$ cat config.mk
export PLATFORM = sky130hd
export DESIGN_NAME = masked_and_sched
export DESIGN_NICKNAME = d
export VERILOG_FILES = /design/src/rtl/masked_and_sched.sv
export SDC_FILE = /design/constraint.sdc
export NUM_CORES = 1
export LEC_CHECK = 0
export CORE_UTILIZATION = 50
export CTS_CLUSTER_DIAMETER = 200
export DETAILED_ROUTE_END_ITERATION = 16
export HOLD_SLACK_MARGIN = 0.12
export PLACE_DENSITY = 0.85
export SLEW_MARGIN = 10
export SYNTH_ARGS = -nofsm -noshare
export SYNTH_HDL_FRONTEND = slang
export SYNTH_SLANG_ARGS = --single-unit
export TNS_END_PERCENT = 1
$ cat constraint.sdc
create_clock -name clk -period 2.2 [get_ports clk]
set_input_delay 0.44 -clock clk [delete_from_list [all_inputs] [get_ports clk]]
set_output_delay 0.44 -clock clk [all_outputs]
set_load 0.02 [all_outputs]
$ cat src/rtl/masked_and_sched.sv
// masked_and_sched: sequencer for one external 3-share masked AND gadget.
// It holds the gadget inputs stable for the 4-cycle gadget pipeline and injects
// LFSR refresh bits once per operation. One operation is in flight at a time.
module masked_and_sched (
    input  logic        clk,
    input  logic        rst,
    input  logic        seed_we,
    input  logic [15:0] seed,
    input  logic        in_valid,
    output logic        in_ready,
    input  logic [2:0]  in_a,
    input  logic [2:0]  in_b,
    output logic [1:0]  g_is0,
    output logic [1:0]  g_is1,
    output logic [1:0]  g_is2,
    output logic [1:0]  g_refreshing,
    input  logic [2:0]  g_os,
    output logic        out_valid,
    input  logic        out_ready,
    output logic [2:0]  out_z,
    output logic        busy
);

    typedef enum logic [2:0] {
        S_IDLE,
        S_ISSUE,
        S_H1,
        S_H2,
        S_H3,
        S_CAPT,
        S_OUT
    } state_t;

    state_t      state;
    state_t      state_next;
    logic [2:0]  a_reg;
    logic [2:0]  b_reg;
    logic [15:0] lfsr;
    logic        drive_gadget;

    function automatic logic [15:0] lfsr_step(input logic [15:0] l);
        return {l[14:0], l[15] ^ l[13] ^ l[12] ^ l[10]};
    endfunction

    // State register.
    always_ff @(posedge clk) begin
        if (rst) state <= S_IDLE;
        else     state <= state_next;
    end

    // Next-state sequencing through the fixed gadget pipeline.
    always_comb begin
        state_next = state;
        unique case (state)
            S_IDLE:  if (in_valid) state_next = S_ISSUE;
            S_ISSUE: state_next = S_H1;
            S_H1:    state_next = S_H2;
            S_H2:    state_next = S_H3;
            S_H3:    state_next = S_CAPT;
            S_CAPT:  state_next = S_OUT;
            S_OUT:   if (out_ready) state_next = S_IDLE;
            default: state_next = S_IDLE;
        endcase
    end

    // Operand capture on the input handshake.
    always_ff @(posedge clk) begin
        if (rst) begin
            a_reg <= '0;
            b_reg <= '0;
        end else if (state == S_IDLE && in_valid) begin
            a_reg <= in_a;
            b_reg <= in_b;
        end
    end

    // Refresh LFSR: a seed write overrides the two-step advance made in ISSUE.
    always_ff @(posedge clk) begin
        if (rst)                  lfsr <= 16'hACE1;
        else if (seed_we)         lfsr <= (seed == '0) ? 16'h0001 : seed;
        else if (state == S_ISSUE) lfsr <= lfsr_step(lfsr_step(lfsr));
    end

    // Result capture and registered output-valid flag.
    always_ff @(posedge clk) begin
        if (rst) begin
            out_z     <= '0;
            out_valid <= 1'b0;
        end else begin
            if (state == S_CAPT) begin
                out_z     <= g_os;
                out_valid <= 1'b1;
            end else if (state == S_OUT && out_ready) begin
                out_valid <= 1'b0;
            end
        end
    end

    // Gadget drive and status decode; gadget inputs are zero outside ISSUE..H3.
    always_comb begin
        drive_gadget = (state == S_ISSUE) || (state == S_H1) ||
                       (state == S_H2)    || (state == S_H3);
        in_ready     = (state == S_IDLE);
        busy         = (state != S_IDLE);
        g_is0        = '0;
        g_is1        = '0;
        g_is2        = '0;
        g_refreshing = '0;
        if (drive_gadget) begin
            g_is0 = {b_reg[0], a_reg[0]};
            g_is1 = {b_reg[1], a_reg[1]};
            g_is2 = {b_reg[2], a_reg[2]};
        end
        if (state == S_ISSUE) g_refreshing = lfsr[1:0];
    end

endmodule

==> results of run 1 <==
==> cell type report <==
class / count / area, µm²
clock buffers: 7 / 55.1
fillers: 200 / 805
inverters: 4 / 15.0
multi-input cells: 105 / 783
repair buffers: 51 / 480
flip-flops and latches: 29 / 581
well taps: 31 / 38.8
==> path summary, 6_finish.rpt <==
kind | startpoint | endpoint | depth (start not counted)
worst max-delay path | state[0]$_SDFFE_PP0P_ | g_is1[0] | 5
worst max register to register | state[1]$_SDFFE_PP0P_ | lfsr[10]$_SDFFE_PP1P_ | 6
worst min-delay path | a_reg[2]$_SDFFE_PP0P_ | a_reg[2]$_SDFFE_PP0P_ | 2
worst min register to register | a_reg[2]$_SDFFE_PP0P_ | a_reg[2]$_SDFFE_PP0P_ | 2
==> through the flow <==
stage / utilization / total power, mW
floorplan: - / 0.796
global placement: 0.691 / 0.899
detailed placement: 0.691 / 0.910
CTS: 0.708 / 1.23
global route: 0.708 / 1.29
finish: 0.708 / 1.21
==> synthesized netlist by cell type <==
cell type	count
clkbuf_1	5
or4_1	1
or3_4	1
o21ai_0	1
inv_2	1
dfxtp_1	29
buf_8	1
nand3_1	2
and2_4	1
mux2_2	12
o31a_1	2
a211oi_1	1
nor2_1	17
a311oi_1	1
o21a_1	1
and2_1	8
nor3b_2	1
xnor2_1	5
nor3_1	2
inv_1	3
buf_6	1
a21oi_1	8
a211o_1	1
a2111oi_0	2
nor4_1	3
nand2b_1	7
xor2_1	1
mux2i_1	21
buf_2	2
nor2b_1	3
nand2_1	2
buf_4	2
nand3b_1	1
==> logic make-up after synthesis <==
group,Yosys count,share of synthesized area
buf+inv,15,0.0588
compound gates,17,0.0779
flops,29,0.401
simple gates,49,0.187
xor+xnor,6,0.0363
mux,33,0.239
==> worst max-delay path, delay by kind of cell (launching register included) <==
kind / cells / cell delay, ns
buffers and inverters: 2 / 0.40
flip-flops: 1 / 0.34
AND/OR/NAND/NOR: 3 / 0.61
==> report_power, final <==
group	internal [mW]	switching, mW	leakage, nW
clock	0.151	0.170	0.0314
sequential	0.562	0.0230	0.239
combinational	0.173	0.133	0.556
total	0.885	0.326	0.827
==> timing repair <==
action                                  in CTS  in global routing
hold endpoints to repair                     0                  0
pin swaps                                    0                  0
endpoints found under the setup margin       8                  1
gates resized for setup                     10                  1
buffers inserted                             0                  0
==> layout by cell type, fill, tap and decap left out, types with 2 or more instances in the layout <==
| master | instances |
|---|---|
| a2111oi_0 | 2 |
| a21oi_1 | 8 |
| and2_1 | 8 |
| buf_4 | 8 |
| clkbuf_4 | 5 |
| clkdlybuf4s50_1 | 34 |
| dfxtp_1 | 29 |
| dlygate4sd2_1 | 8 |
| inv_1 | 3 |
| mux2_2 | 12 |
| mux2i_1 | 21 |
| nand2_1 | 2 |
| nand2b_1 | 7 |
| nand3_1 | 2 |
| nor2_1 | 16 |
| nor2b_1 | 3 |
| nor3_1 | 2 |
| nor4_1 | 3 |
| o31a_1 | 2 |
| xnor2_1 | 5 |
==> per-layer routing <==
metal	GRT usage	routed length, µm	vias to the layer above
li1	-	-	606
met1	0.242	1260	558
met2	0.382	1580	49
met3	0.100	200	6
met4	0.0821	48	0
met5	0	0	-
==> metrics.log, run 1 <==
[metrics] result of the run: complete, no violations
[metrics] clock tree from TritonCTS: built
[metrics] worst-case vdd ir drop: 0.540 mV
[metrics] fraction of final layout cells with drive strength greater than 1: 0.158
[metrics] number of antenna cells inserted: 0
[metrics] number of flip-flops under the largest register name: 16
[metrics] share of the clock period used by the worst path: 0.954
[metrics] Mean Syn Cell Area: 9.71 µm²
[metrics] Cell variety after synth: 33
[metrics] Non-Filler Cell Area, Final: 1950 µm²
[metrics] ports placed on the boundary: 44
[metrics] flip-flop and latch count after synthesis: 29
[metrics] tightest slew margin relative to the limit: 0.732
[metrics] number of endpoints with negative hold slack in the final report: 0
[metrics] number of clock sinks: 29
[metrics] list of cells traversed by the critical path: or3_4 -> inv_2 -> nor2_2 -> and2_1 -> dlygate4sd2_1
[metrics] max-slew violation total from the final report: 0
[metrics] Setup Skew: 0.00388 ns
[metrics] master cell of the clock root buffer: clkbuf_4
[metrics] Layout Nets: 226
[metrics] wire length of the first global-routing pass: 5330 µm
[metrics] total via count after detailed routing: 1219
[metrics] proportion of netlist area held by the largest area contributor: 0.401
[metrics] die span in y: 55.8 µm
[metrics] worst stage delay on the critical path: 0.40 ns
[metrics] nature of the critical path endpoint: output pin
[metrics] Placed Cells incl. Taps: 220
[metrics] worst-path maximum fanout: 6
[metrics] Longest Clk Path Bufs: 2
[metrics] overall overflow remaining after global route: 0
[metrics] cell accounting for the most synthesized area: dfxtp_1
[metrics] Port Buf Inserts: 43
[metrics] worst endpoint data arrival time: 1.66 ns
[metrics] overall global routing resource usage: 0.223
[metrics] initial drt markers: 49
[metrics] power density cells: 620 nW/µm²
[metrics] Post-DP Area: 1910 µm²
[metrics] leading cell types by total area after synthesis: dfxtp_1 40%, mux2i_1 15%, mux2_2 9.3%, nor2_1 4.4%, and2_1 3.5%
[metrics] post-place setup slack: 0.161 ns
[metrics] register area share after synthesis: 0.401
[metrics] detailed-router iteration count before antenna repair: 4
[metrics] floorplan die area: 3110 µm²
[metrics] Fin Hold WS: 0.496 ns
[metrics] Max-Cap Viols: 0
[metrics] worst min-delay path class: register to register
[metrics] post-route worst setup slack: 0.100 ns
[metrics] cell area after technology mapping: 1450 µm²
[metrics] leakage dissipation: 0.827 nW
[metrics] number of placement rows: 19
[metrics] post-route DRC violation count: 0
[metrics] worst endpoint required time: 1.76 ns
[metrics] setup repair after global routing missed its margin: no
[metrics] net count after synthesis: 179
[metrics] H-tree level count: 2
[metrics] transition time of the tightest slew-check pin: 0.400 ns
[metrics] aggregate routed wire length: 3090 µm
[metrics] critical path launch point type: register
[metrics] fin crit period: 2.10 ns
[metrics] setup tns final: 0 ns
[metrics] DP Wirelength: 2380 µm
[metrics] DR WL/cell: 13.6 µm
[metrics] number of buffers inserted for hold repair after clock tree synthesis: 0
[metrics] Max stage delay cell, worst path: or3_4
[metrics] starting density of the core: 0.525
[metrics] final cell count without fillers: 227
[metrics] GP Congestion: 0.766
[metrics] clock transition time at the flip-flop clock pins of the worst setup and hold paths: 0.08 ns
[metrics] number of routed nets with antenna violations: 0
[metrics] insertion delay to the later sink of the worst-skew pair: 0.32 ns
[metrics] vias in the first global route: 1227
[metrics] Die Wd: 55.8 µm
[metrics] total setup violations reported at the end of the flow: 0
[metrics] fmax: 0.476 GHz
[metrics] register bank with the most flops: lfsr
[metrics] number of cells produced by synthesis: 149
[metrics] number of CTS-inserted buffers: 5
[metrics] Core ar.: 2760 µm²
[metrics] initial antenna violation count: 0
[metrics] synth warn: 0
[metrics] critical path type: register to output pin
[metrics] signed area change from the synthesized netlist to the final layout: 35.0%
[metrics] via count normalized by instance count: 5.37
[metrics] worst reg-to-reg setup slack: 0.46 ns
[metrics] maximum number of pins on one net before global-route repair: 19
(Power assumes the default switching activity.)
==> run 2, diff against run 1 <==
- ABC_CLOCK_PERIOD_IN_PS: default -> 2200
- CTS_BUF_LIST: default -> sky130_fd_sc_hd__clkbuf_16
==> run 2 against run 1 <==
  * Die area is the same
  * Sequential power hardly changed
  * Flip-flop and latch count did not move
  * First-iteration DRC count fell by 18%
  * Wire length is 2.9% higher
  * Via count grew 0.74%
  * Sequential share of layout area shrank 1.1 points
  * Register-to-register slack barely moved
  * Design area increased by 4.0%
  * Critical path type unchanged
==> metrics.log, run 2 (synthesis gave the netlist of run 1 again) <==
[metrics] initial antenna violation count: 0
[metrics] number of clock sinks: 29
[metrics] die span in y: 55.8 µm
[metrics] number of buffers inserted for hold repair after clock tree synthesis: 0
[metrics] worst endpoint data arrival time: 1.67 ns
[metrics] max-slew violation total from the final report: 0
[metrics] fill count: 187
[metrics] most common library cell in the layout ignoring fill and taps: clkdlybuf4s50_1
[metrics] number of endpoints with negative hold slack in the final report: 0
[metrics] Non-Filler Cell Area, Final: 2030 µm²
[metrics] Layout Nets: 226
[metrics] number of placement rows: 19
[metrics] post-route worst setup slack: 0.0881 ns
[metrics] worst-path maximum fanout: 4
[metrics] setup repair after global routing missed its margin: no
[metrics] share of the clock period used by the worst path: 0.960
[metrics] Fin Hold WS: 0.489 ns
[metrics] total via count after detailed routing: 1228
[metrics] fraction of final layout cells with drive strength greater than 1: 0.153
[metrics] clock transition time at the flip-flop clock pins of the worst setup and hold paths: 0.05 ns
[metrics] number of flip-flops under the largest register name: 16
[metrics] DR WL/cell: 14.0 µm
[metrics] result of the run: complete, no violations
[metrics] leakage dissipation: 0.867 nW
[metrics] Setup Skew: 0.00237 ns
[metrics] length of routed wiring on met1: 1340 µm
[metrics] register bank with the most flops: lfsr
[metrics] power density cells: 741 nW/µm²
[metrics] overall global routing resource usage: 0.226
[metrics] nature of the critical path endpoint: output pin
[metrics] Max-Cap Viols: 0
[metrics] GP Congestion: 0.766
[metrics] insertion delay to the later sink of the worst-skew pair: 0.27 ns
[metrics] post-place setup slack: 0.161 ns
[metrics] transition time of the tightest slew-check pin: 0.418 ns
[metrics] critical path type: register to output pin
[metrics] fin crit period: 2.11 ns
[metrics] starting density of the core: 0.525
[metrics] master cell of the clock root buffer: clkbuf_16
[metrics] top routing layer used: met4
[metrics] signed area change from the synthesized netlist to the final layout: 40.4%
[metrics] clock tree from TritonCTS: built
[metrics] vias in the first global route: 1262
[metrics] total setup violations reported at the end of the flow: 0
[metrics] floorplan die area: 3110 µm²
[metrics] setup tns final: 0 ns
[metrics] via count normalized by instance count: 5.41
[metrics] maximum number of pins on one net before global-route repair: 19
[metrics] tightest slew margin relative to the limit: 0.720
[metrics] number of routed nets with antenna violations: 0
[metrics] detailed-router iteration count before antenna repair: 4
[metrics] Post-DP Area: 1910 µm²
[metrics] worst endpoint required time: 1.76 ns
[metrics] overall overflow remaining after global route: 0
[metrics] leading cell types in the layout, fill and taps excluded: 35 x clkdlybuf4s50_1, 29 x dfxtp_1, 21 x mux2i_1
[metrics] ports placed on the boundary: 44
[metrics] Longest Clk Path Bufs: 2
[metrics] amount of wire on met3 after detailed routing: 194 µm
[metrics] H-tree level count: 2
[metrics] worst-case vdd ir drop: 0.679 mV
[metrics] aggregate routed wire length: 3180 µm
[metrics] fmax: 0.474 GHz
[metrics] Port Buf Inserts: 43
[metrics] Met2 Routed Length: 1610 µm
[metrics] share of the core filled with cells: 0.736
[metrics] initial drt markers: 40
[metrics] critical path launch point type: register
[metrics] number of CTS-inserted buffers: 5
[metrics] post-route DRC violation count: 0
[metrics] DP Wirelength: 2380 µm
[metrics] wire length of the first global-routing pass: 5470 µm
[metrics] number of antenna cells inserted: 0
[metrics] Die Wd: 55.8 µm
[metrics] Core ar.: 2760 µm²
[metrics] worst min-delay path class: register to register
-- run 2: cell types whose count changed in the layout (fill, tap and decap cells not counted), sizes merged --
cell and change:
clkbuf -2, clkdlybuf4s15 -1, clkdlybuf4s50 +1, clkinv +1, inv +1
-- run 2: timing repair --
action,in CTS,in global routing
endpoints found under the setup margin,8,0
gates resized for setup,9,0
hold endpoints to repair,0,0
buffers inserted,0,0
-- run 2: power breakdown --
group	leakage, nW	switching (mW)	internal [mW]	total, mW
combinational	0.559	0.135	0.175	0.310
clock	0.0685	0.205	0.402	0.606
sequential	0.239	0.0234	0.565	0.588
total	0.867	0.363	1.14	1.50
-- run 2: layer usage --
layer	GRT usage	vias to the layer above
li1	-	602
met1	0.250	580
met2	0.398	40
met3	0.0791	6
met4	0.0821	0
met5	0	-
-- run 2: cell type report --
cell class,count,area [µm²],area share
Multi-Input combinational cell,105,783,0.386
Sequential cell,29,581,0.286
Timing Repair Buffer,51,480,0.237
Clock buffer,5,125,0.0616
Tap cell,31,38.8,0.0191
Inverter,4,15.0,0.00739
Clock inverter,2,7.51,0.00370
-- run 2: worst paths after layout --
path / from / end / slack, ns / cells after the start
setup reg to reg: state[1]$_SDFFE_PP0P_ / lfsr[10]$_SDFFE_PP1P_ / 0.45 / 6
hold / removal: a_reg[2]$_SDFFE_PP0P_ / a_reg[2]$_SDFFE_PP0P_ / 0.49 / 2
hold reg to reg: a_reg[2]$_SDFFE_PP0P_ / a_reg[2]$_SDFFE_PP0P_ / 0.49 / 2
setup / recovery: state[0]$_SDFFE_PP0P_ / in_ready / 0.09 / 3
-- run 2: worst max-delay path: stages (launching register included) --
cell,delay [ns]
dfxtp_1,0.32
or3_4,0.40
inv_2,0.08
clkdlybuf4s50_1,0.61
-- run 2: through the flow --
step,total power [mW],cells
final,1.50,227
after global routing,1.58,227
after CTS,1.52,227
after detailed placement,0.910,220
after global placement,0.899,220
after floorplan,0.796,149
==> run 3, diff against run 2 <==
- ABC_CLOCK_PERIOD_IN_PS: 2200 -> default
==> results of run 3 <==
Same layout as run 2: the final DEF is identical, and so are final timing and power.
